<file path="src/rtl/rx78_pkg.sv">
// Shared definitions for the RX-78 core's HPS upload path.
package rx78_pkg;

    typedef enum logic [1:0] {
        StIdle,
        StReq,
        StLat,
        StDone
    } upl_state_t;

    localparam logic [7:0] UPL_IDX_EXTRAM = 8'h02;
    localparam logic [7:0] UPL_FILL       = 8'hFF;

endpackage

</file>
<file path="src/rtl/upl_lat_cnt.sv">
// Loadable down-counter with zero flag; times the memory read latency.
module upl_lat_cnt #(
    parameter int unsigned Width = 3
) (
    input  logic             clk_i,
    input  logic             rst_ni,
    input  logic             load_i,
    input  logic [Width-1:0] load_val_i,
    input  logic             en_i,
    output logic             zero_o
);

    logic [Width-1:0] cnt_q, cnt_d;

    always_comb begin
        cnt_d = cnt_q;
        if (load_i) begin
            cnt_d = load_val_i;
        end else if (en_i && (cnt_q != '0)) begin
            cnt_d = cnt_q - Width'(1);
        end
    end

    always_ff @(posedge clk_i or negedge rst_ni) begin
        if (!rst_ni) begin
            cnt_q <= '0;
        end else begin
            cnt_q <= cnt_d;
        end
    end

    assign zero_o = (cnt_q == '0);

endmodule

</file>
<file path="src/rtl/rx78_ram_upload.sv">
// HPS upload responder: fetches each requested byte from core memory and returns it on ioctl_din.
module rx78_ram_upload
    import rx78_pkg::*;
#(
    parameter int unsigned ADDR_W = 15,
    parameter logic [7:0]  INDEX  = UPL_IDX_EXTRAM,
    parameter int unsigned RD_LAT = 2
) (
    input  logic              clk,
    input  logic              reset_n,
    input  logic              ioctl_upload,
    input  logic [7:0]        ioctl_index,
    input  logic              ioctl_rd,
    input  logic [24:0]       ioctl_addr,
    output logic [7:0]        ioctl_din,
    output logic              ioctl_wait,
    output logic              mem_req,
    output logic [ADDR_W-1:0] mem_addr,
    input  logic              mem_ack,
    input  logic [7:0]        mem_q,
    output logic [ADDR_W:0]   byte_count,
    output logic [7:0]        checksum,
    output logic              overrun
);

    localparam int unsigned    CntW     = (RD_LAT > 1) ? $clog2(RD_LAT) : 1;
    localparam logic [CntW-1:0] LatLoad = CntW'(RD_LAT - 1);
    localparam logic [ADDR_W:0] CountMax = {1'b1, {ADDR_W{1'b0}}};

    upl_state_t        state_q, state_d;
    logic [7:0]        din_q, din_d;
    logic              wait_q, wait_d;
    logic              req_q, req_d;
    logic [ADDR_W-1:0] addr_q, addr_d;
    logic [ADDR_W:0]   count_q, count_d;
    logic [7:0]        sum_q, sum_d;
    logic              ovr_q, ovr_d;
    logic              active_q;
    logic              fill_q, fill_d;
    logic              abort_q, abort_d;

    logic              active;
    logic              in_range;
    logic              cnt_load;
    logic [CntW-1:0]   cnt_load_val;
    logic              cnt_zero;

    assign active   = ioctl_upload && (ioctl_index == INDEX);
    assign in_range = ((ioctl_addr >> ADDR_W) == '0);

    upl_lat_cnt #(
        .Width (CntW)
    ) u_lat_cnt (
        .clk_i      (clk),
        .rst_ni     (reset_n),
        .load_i     (cnt_load),
        .load_val_i (cnt_load_val),
        .en_i       (state_q == StLat),
        .zero_o     (cnt_zero)
    );

    always_comb begin
        state_d      = state_q;
        din_d        = din_q;
        wait_d       = wait_q;
        req_d        = req_q;
        addr_d       = addr_q;
        count_d      = count_q;
        sum_d        = sum_q;
        ovr_d        = ovr_q;
        fill_d       = fill_q;
        abort_d      = abort_q;
        cnt_load     = 1'b0;
        cnt_load_val = '0;

        unique case (state_q)
            StIdle: begin
                if (active && ioctl_rd) begin
                    wait_d  = 1'b1;
                    abort_d = 1'b0;
                    if (in_range) begin
                        addr_d  = ioctl_addr[ADDR_W-1:0];
                        req_d   = 1'b1;
                        fill_d  = 1'b0;
                        state_d = StReq;
                    end else begin
                        // Out-of-range: one zero-length LAT pass substitutes the fill byte.
                        fill_d       = 1'b1;
                        cnt_load     = 1'b1;
                        cnt_load_val = '0;
                        state_d      = StLat;
                    end
                end
            end
            StReq: begin
                // A grant that coincides with session end still owns a read slot.
                if (mem_ack) begin
                    req_d        = 1'b0;
                    abort_d      = !active;
                    cnt_load     = 1'b1;
                    cnt_load_val = LatLoad;
                    state_d      = StLat;
                end else if (!active) begin
                    req_d   = 1'b0;
                    wait_d  = 1'b0;
                    state_d = StIdle;
                end
            end
            StLat: begin
                if (!active) begin
                    abort_d = 1'b1;
                end
                if (cnt_zero) begin
                    if (abort_d) begin
                        wait_d  = 1'b0;
                        state_d = StIdle;
                    end else begin
                        din_d   = fill_q ? UPL_FILL : mem_q;
                        state_d = StDone;
                    end
                end
            end
            StDone: begin
                wait_d  = 1'b0;
                state_d = StIdle;
                if (active) begin
                    if (count_q != CountMax) begin
                        count_d = count_q + (ADDR_W+1)'(1);
                    end
                    sum_d = sum_q + din_q;
                end
            end
            default: state_d = StIdle;
        endcase

        if (active && !active_q) begin
            count_d = '0;
            sum_d   = '0;
            ovr_d   = 1'b0;
        end
        if (active && ioctl_rd && (state_q != StIdle)) begin
            ovr_d = 1'b1;
        end
    end

    always_ff @(posedge clk or negedge reset_n) begin
        if (!reset_n) begin
            state_q  <= StIdle;
            din_q    <= '0;
            wait_q   <= 1'b0;
            req_q    <= 1'b0;
            addr_q   <= '0;
            count_q  <= '0;
            sum_q    <= '0;
            ovr_q    <= 1'b0;
            active_q <= 1'b0;
            fill_q   <= 1'b0;
            abort_q  <= 1'b0;
        end else begin
            state_q  <= state_d;
            din_q    <= din_d;
            wait_q   <= wait_d;
            req_q    <= req_d;
            addr_q   <= addr_d;
            count_q  <= count_d;
            sum_q    <= sum_d;
            ovr_q    <= ovr_d;
            active_q <= active;
            fill_q   <= fill_d;
            abort_q  <= abort_d;
        end
    end

    assign ioctl_din  = din_q;
    assign ioctl_wait = wait_q;
    assign mem_req    = req_q;
    assign mem_addr   = addr_q;
    assign byte_count = count_q;
    assign checksum   = sum_q;
    assign overrun    = ovr_q;

endmodule

</file>
<file path="config.mk">
export PLATFORM = sky130hd
export DESIGN_NAME = rx78_ram_upload
export DESIGN_NICKNAME = d
export VERILOG_FILES = /design/src/rtl/rx78_pkg.sv /design/src/rtl/upl_lat_cnt.sv /design/src/rtl/rx78_ram_upload.sv
export SDC_FILE = /design/constraint.sdc
export NUM_CORES = 1
export LEC_CHECK = 0
export CAP_MARGIN = 20
export CORE_MARGIN = 2
export CORE_UTILIZATION = 55
export DETAILED_ROUTE_END_ITERATION = 16
export DONT_BUFFER_PORTS = 1
export MAX_ROUTING_LAYER = met4
export PLACE_DENSITY = 0.73
export SKIP_LAST_GASP = 1
export SLEW_MARGIN = 10
export SYNTH_ARGS = -nofsm -noshare
export SYNTH_HDL_FRONTEND = slang
export SYNTH_SLANG_ARGS = --single-unit
</file>
<file path="constraint.sdc">
create_clock -name clk -period 1.8 [get_ports clk]
set_input_delay 0.36 -clock clk [delete_from_list [all_inputs] [get_ports clk]]
set_output_delay 0.36 -clock clk [all_outputs]
set_load 0.1 [all_outputs]
</file>
# After elaboration in Yosys (flattened, before gate mapping)
# Index checks and enable logic that the tools add are counted.
[totals]
regBits = 56
elab_cells = 95
[op_classes]
addsub = 3
eq_ne = 13
n_mux = 39
n_bitwise = 2
reduce_logical = 26
[op_table]
columns = ["operator", "n"]
rows = [
  ["16-bit 2-to-1 mux", 4],
  ["8-bit 2-to-1 mux", 4],
  ["25-bit zero test", 1],
  ["1-bit 2-to-1 mux", 20],
  ["16-bit by 1-bit adder with 16-bit output, second input constant", 1],
  ["16-bit != test, second input constant", 1],
  ["3-bit AND reduction", 5],
  ["2-bit != test, second input constant", 7],
  ["2-bit nonzero test", 7],
  ["2-bit 2-to-1 mux", 6],
  ["8-bit adder", 1],
  ["8-bit by 2-bit equality test with 1-bit output, second input constant", 1],
  ["2-bit case mux with 4 select lines", 1],
  ["1-bit logical AND", 5],
  ["5-bit AND reduction", 1],
  ["2-bit equality test, second input constant", 2],
  ["1-bit case mux with 2 select lines", 2],
  ["1-bit case mux with 4 select lines", 1],
  ["2-bit AND reduction", 2],
  ["4-bit AND reduction", 1],
  ["3-bit != test, second input constant", 1],
  ["1-bit case mux with 3 select lines", 1],
  ["3-bit nonzero test", 1],
  ["2-bit by 1-bit equality test with 1-bit output, second input constant", 1],
  ["other kinds (4)", 6],
]

# Longest topological paths before layout
[depth]
depth_word = 7
mapped_depth = 8
ltp_nobuf = 7

# Hierarchy
# Synthesis repeated with hierarchy kept, for this count alone.
[unflattened]
hier_cells = 313
area_unflattened_um2 = 3051.7
[modules_own_cells]
columns = ["module", "instances", "cells_each", "area_per_inst_um2", "seq_area_each_um2"]
rows = [
  ["rx78_ram_upload", 1, 309, 3006.6, 1376.3],
  ["upl_lat_cnt", 1, 4, 45.0, 25.0],
]

# Worst setup path before layout
# Ideal clock, no wire load.
[synth_path]
kind = "flip-flop to flip-flop"
from = "register count_q[0], in the netlist byte_count[0]"
to = "register count_q[5], in the netlist byte_count[5]"
setup_time_ns = 0.070
arrival_ns = 2.487
setup_slack_ns = -0.757
stages_incl_launch_ff = 9
period_less_slack_ns = 2.557
cell_sequence = "dfrtp_1 -> inv_1 -> ha_1 -> nor4bb_1 -> nand4_1 -> clkbuf_1 -> nand3_1 -> or4_1 -> nand2_1"
[synth_between]
elab_chain_cells = 5
word_cells_on_any_way = 8
classes_between = "1 x add/sub; 1 x eq/ne; 4 x mux; 2 x reduce/logical"
[synth_rtl]
columns = ["item", "line_no", "source"]
rows = [
  ["start, declared", "rx78_ram_upload.sv:35", "logic [ADDR_W:0] count_q, count_d;"],
  ["start signal, assigned", "rx78_ram_upload.sv:165", "count_q <= count_d;"],
  ["16-bit by 1-bit adder with 16-bit output", "rx78_ram_upload.sv:128", "count_d = count_q + (ADDR_W+1)'(1);"],
  ["16-bit 2-to-1 mux", "rx78_ram_upload.sv:127", "if (count_q != CountMax) begin"],
  ["16-bit 2-to-1 mux", "rx78_ram_upload.sv:126", "if (active) begin"],
  ["16-bit 2-to-1 mux", "rx78_ram_upload.sv:76", "unique case (state_q)"],
  ["16-bit 2-to-1 mux", "rx78_ram_upload.sv:136", "if (active && !active_q) begin"],
]
# Several ways; a longest one is shown, not always the timed one. The select of a mux whose other input is x is not followed.
# A chain may end at the register's enable or synchronous reset.

# Final worst setup path
[layout_path]
from = "register din_q[1], in the netlist ioctl_din[1]"
to = "register sum_q[7], in the netlist checksum[7]"
[layout_between]
elab_chain_cells = 4
[layout_rtl]
columns = ["item", "line_no", "source"]
rows = [
  ["start, declared", "rx78_ram_upload.sv:31", "logic [7:0] din_q, din_d;"],
  ["start signal, assigned", "rx78_ram_upload.sv:161", "din_q <= din_d;"],
  ["8-bit adder", "rx78_ram_upload.sv:130", "sum_d = sum_q + din_q;"],
  ["8-bit 2-to-1 mux", "rx78_ram_upload.sv:126", ""],
  ["8-bit 2-to-1 mux", "rx78_ram_upload.sv:76", ""],
  ["8-bit 2-to-1 mux", "rx78_ram_upload.sv:136", ""],
  ["end signal, assigned", "rx78_ram_upload.sv:166", "sum_q <= sum_d;"],
  ["end, declared", "rx78_ram_upload.sv:36", "logic [7:0] sum_q, sum_d;"],
]
# Every way passes these cells. The select of a mux whose other input is x is not followed.

==> impl_metrics.yaml <==
timing:
  hold_violation_total_from_the_final_report: 0
  period_needed_ns: 1.81
  fin_ws_ns: -0.00775
  timing.final.setup_violations: 2
  finClkSkew_ns: 0.00721
  layout_worst_path_cycle_share_pct: 100
  rsz_0062_raised_after_global_routing: "yes"
  maxSlewViolCount: 0
  max_slew_margin_pct: 37.2
  worst-slew-pin-transition_ns: 0.943
  worst_hold_slack_ns: 0.173
  fmax_ghz: 0.553
yosys:
  synthCells: 295
  synth-async-reset-ratio_pct: 100
  syn_area_sq_mm: 0.00298
  dominantRegCellSynth: "dfrtp_1"
  synth_warnings: 0
  synth.ff_latch_count: 56
  ys_seq_area_share_pct: 47.0
  yosysUniqueCellTypes: 57
  synth_nets: 356
  synth_area_per_cell_sq_um: 10.1
  synth-edff-count: 0
  yosys.area.top_type: "dfrtp_1"
  synth.top_cells.by_area: "dfrtp_1 47%, mux2_2 6.0%, ha_1 5.9%"
  yosysTopAreaCellShare_pct: 47.0
cts:
  cts-root-buf: "clkbuf_8"
  cts_inserted_buffers: 5
  clock_sink_count: 56
  cts_buffer_depth: 2
  cts.reportedPaths.clkPinSlew_ns: 0.11
  level_count_of_the_clock_h_tree: 2
  insertion_delay_ns: 0.31
  tritoncts: "built"
floorplan:
  start_util_pct: 57.6
  fp-row-count: 26
  die_height_um: 77.6
  design.die.area_sq_mm: 0.00602
  core-area_sq_mm: 0.00517
  die_w_um: 77.6
  boundaryPins: 96
drt:
  detail_route.drc_violations: 0
  routed_wirelength_um: 7760
  num_vias: 2501
  avgViaCountPerCell: 5.76
  wl_per_cell_um: 17.9
  route.antenna.remaining_nets: 0
  drt_first_pass_iters: 4
  detailedRoute.firstIterationViolations: 191
layout:
  final_area_sq_mm: 0.00410
  commonest_non_fill_non_tap_cell_in_the_layout: "buf_4"
  fin_util_pct: 79.2
  layoutNonFillerInstCount: 434
  fin_nets: 424
  fillerInstances: 325
  drive_gt1_share_pct: 46.2
  leading_cell_types_in_the_layout_fill_and_taps_excluded: "60 x buf_4, 35 x nand2_1, 25 x nor2_1, 25 x dfrtp_1, 20 x dfrtp_4"
  diodes: 0
  area_growth_from_synthesis_to_final_layout_pct: 37.6
global_route:
  via_count_of_the_first_global_routing_pass: 2417
  globalRouteTotalUtil_pct: 25.0
  initial_antenna_violation_count: 0
  maximum_number_of_pins_on_one_net_before_global_route_repair: 57
  grt_pass1_wl_um: 11600
  grt_remaining_overflow: 0
placed_design:
  dpl-instance-area_sq_mm: 0.00370
  input_output_buffers: 0
  hpwl_reported_at_the_end_of_detailed_placement_um: 5330
  place.detailed.instances: 416
  gp_routability_congestion: 0.884
critical_path:
  wp_data_arrival_ns: 2.01
  critPathLaunchType: "flip-flop"
  req_time_crit_path_ns: 2.00
  critPathKind: "flip-flop to flip-flop"
  crit_path_max_fanout: 4
  timing.critical_path.to_type: "flip-flop"
status:
  outcome: "finished with violations"
  violations: "setup timing"
power:
  power.density_mw_per_mm2: 726
  vdd_drop_max_mv: 0.794
  post-layout-total-power_mw: 2.97
  power.leakage_nw: 1.85
flow_run:
  drv.max_cap_violation_count: 0
worst_hold_path:
  hold_class: "primary input to flip-flop"
## layer usage
metal / wire length [um] / global-route usage, % / vias up
li1: - / - / 1186
met1: 3250 / 32.4 / 1211
met2: 4010 / 41.0 / 94
met3: 381 / 4.30 / 10
met4: 119 / 6.43 / 0
met5: 0 / - / -
## registers in the layout, indices dropped and copies added, names as in the netlist
name / cells
byte_count: 16
abort_q: 1
state_q: 2
mem_req: 1
ioctl_wait: 1
overrun: 1
active_q: 1
ioctl_din: 8
u_lat_cnt.cnt_q: 1
checksum: 8
mem_addr: 15
fill_q: 1
## stage by stage
stage | setup TNS [ns] | worst slack [ns]
finish | -0.0151 | -0.00775
global route | -0.536 | -0.0691
CTS | -0.00378 | -0.00378
detailed placement | -0.152 | -0.0307
global placement | -0.533 | -0.0959
floorplan | -0.245 | -0.0829
## final cells by class
class	instances	area (sq um)	share of cell area (%)
repair buffers	70	603	14.7
clock inverters	3	26.3	0.641
flip-flops and latches	56	1490	36.4
clock buffers	5	68.8	1.68
well taps	70	87.6	2.14
multi-input cells	219	1780	43.4
inverters	11	43.8	1.07
## cells by family (layout without fill, tap and decap cells)
| group | after synthesis | count (layout) | synth area share [%] |
|---|---|---|---|
| buffers and inverters | 20 | 89 | 3.07 |
| and+or+nand+nor | 121 | 121 | 22.0 |
| DFF | 56 | 56 | 47.0 |
| muxes | 16 | 16 | 6.05 |
| xor gates and xnor gates | 15 | 15 | 4.41 |
| adders and majority gates | 15 | 15 | 6.55 |
| AOI/OAI and AO/OA | 52 | 52 | 10.9 |
## final timing paths
check                                  start         endpoint  slack [ns]  cells past startpoint
min in group asynchronous            reset_n          mem_req        0.54                      2
worst max-delay path            ioctl_din[1]      checksum[7]      -0.008                      6
worst min-delay path                 mem_ack  u_lat_cnt.cnt_q        0.17                      1
worst max register to register  ioctl_din[1]      checksum[7]      -0.008                      6
max in group asynchronous            reset_n    byte_count[4]        0.97                      2
worst min register to register   checksum[7]      checksum[7]        0.58                      1
## critical path, cell delays in order (launching register included)
cell and delay, ns:
dfrtp_4 0.54, ha_4 0.26, a21oi_4 0.15, o2111ai_2 0.16, a21o_1 0.22, and3_1 0.16
a211o_1 0.23
## what timing repair did
item                                   4_1_cts  5_1_grt
buffers inserted                             0        6
hold buffers                                 2        0
pin swaps                                    0        9
setup endpoints to repair                   10       34
gates cloned                                 0        2
resized for setup                            3       42
endpoints found under the hold margin       56        0
## synthesized netlist by cell type (all sizes together) (4+ instances only)
cell,n
a21oi,9
and3,7
buf,5
clkbuf,4
dfrtp,56
ha,14
inv,11
mux2,16
nand2,36
nand3,15
nand4,10
nor2,26
nor4,5
o21ai,25
xnor2,4
xor2,11
## report_power, final
| part | internal [mW] | leakage [nW] | switching (mW) |
|---|---|---|---|
| Clock | 0.285 | 0.0487 | 0.433 |
| Combinational | 0.375 | 1.09 | 0.490 |
| Sequential | 1.32 | 0.709 | 0.0690 |
| Total | 1.98 | 1.85 | 0.992 |
No activity file was read; power rests on OpenSTA's default activity.
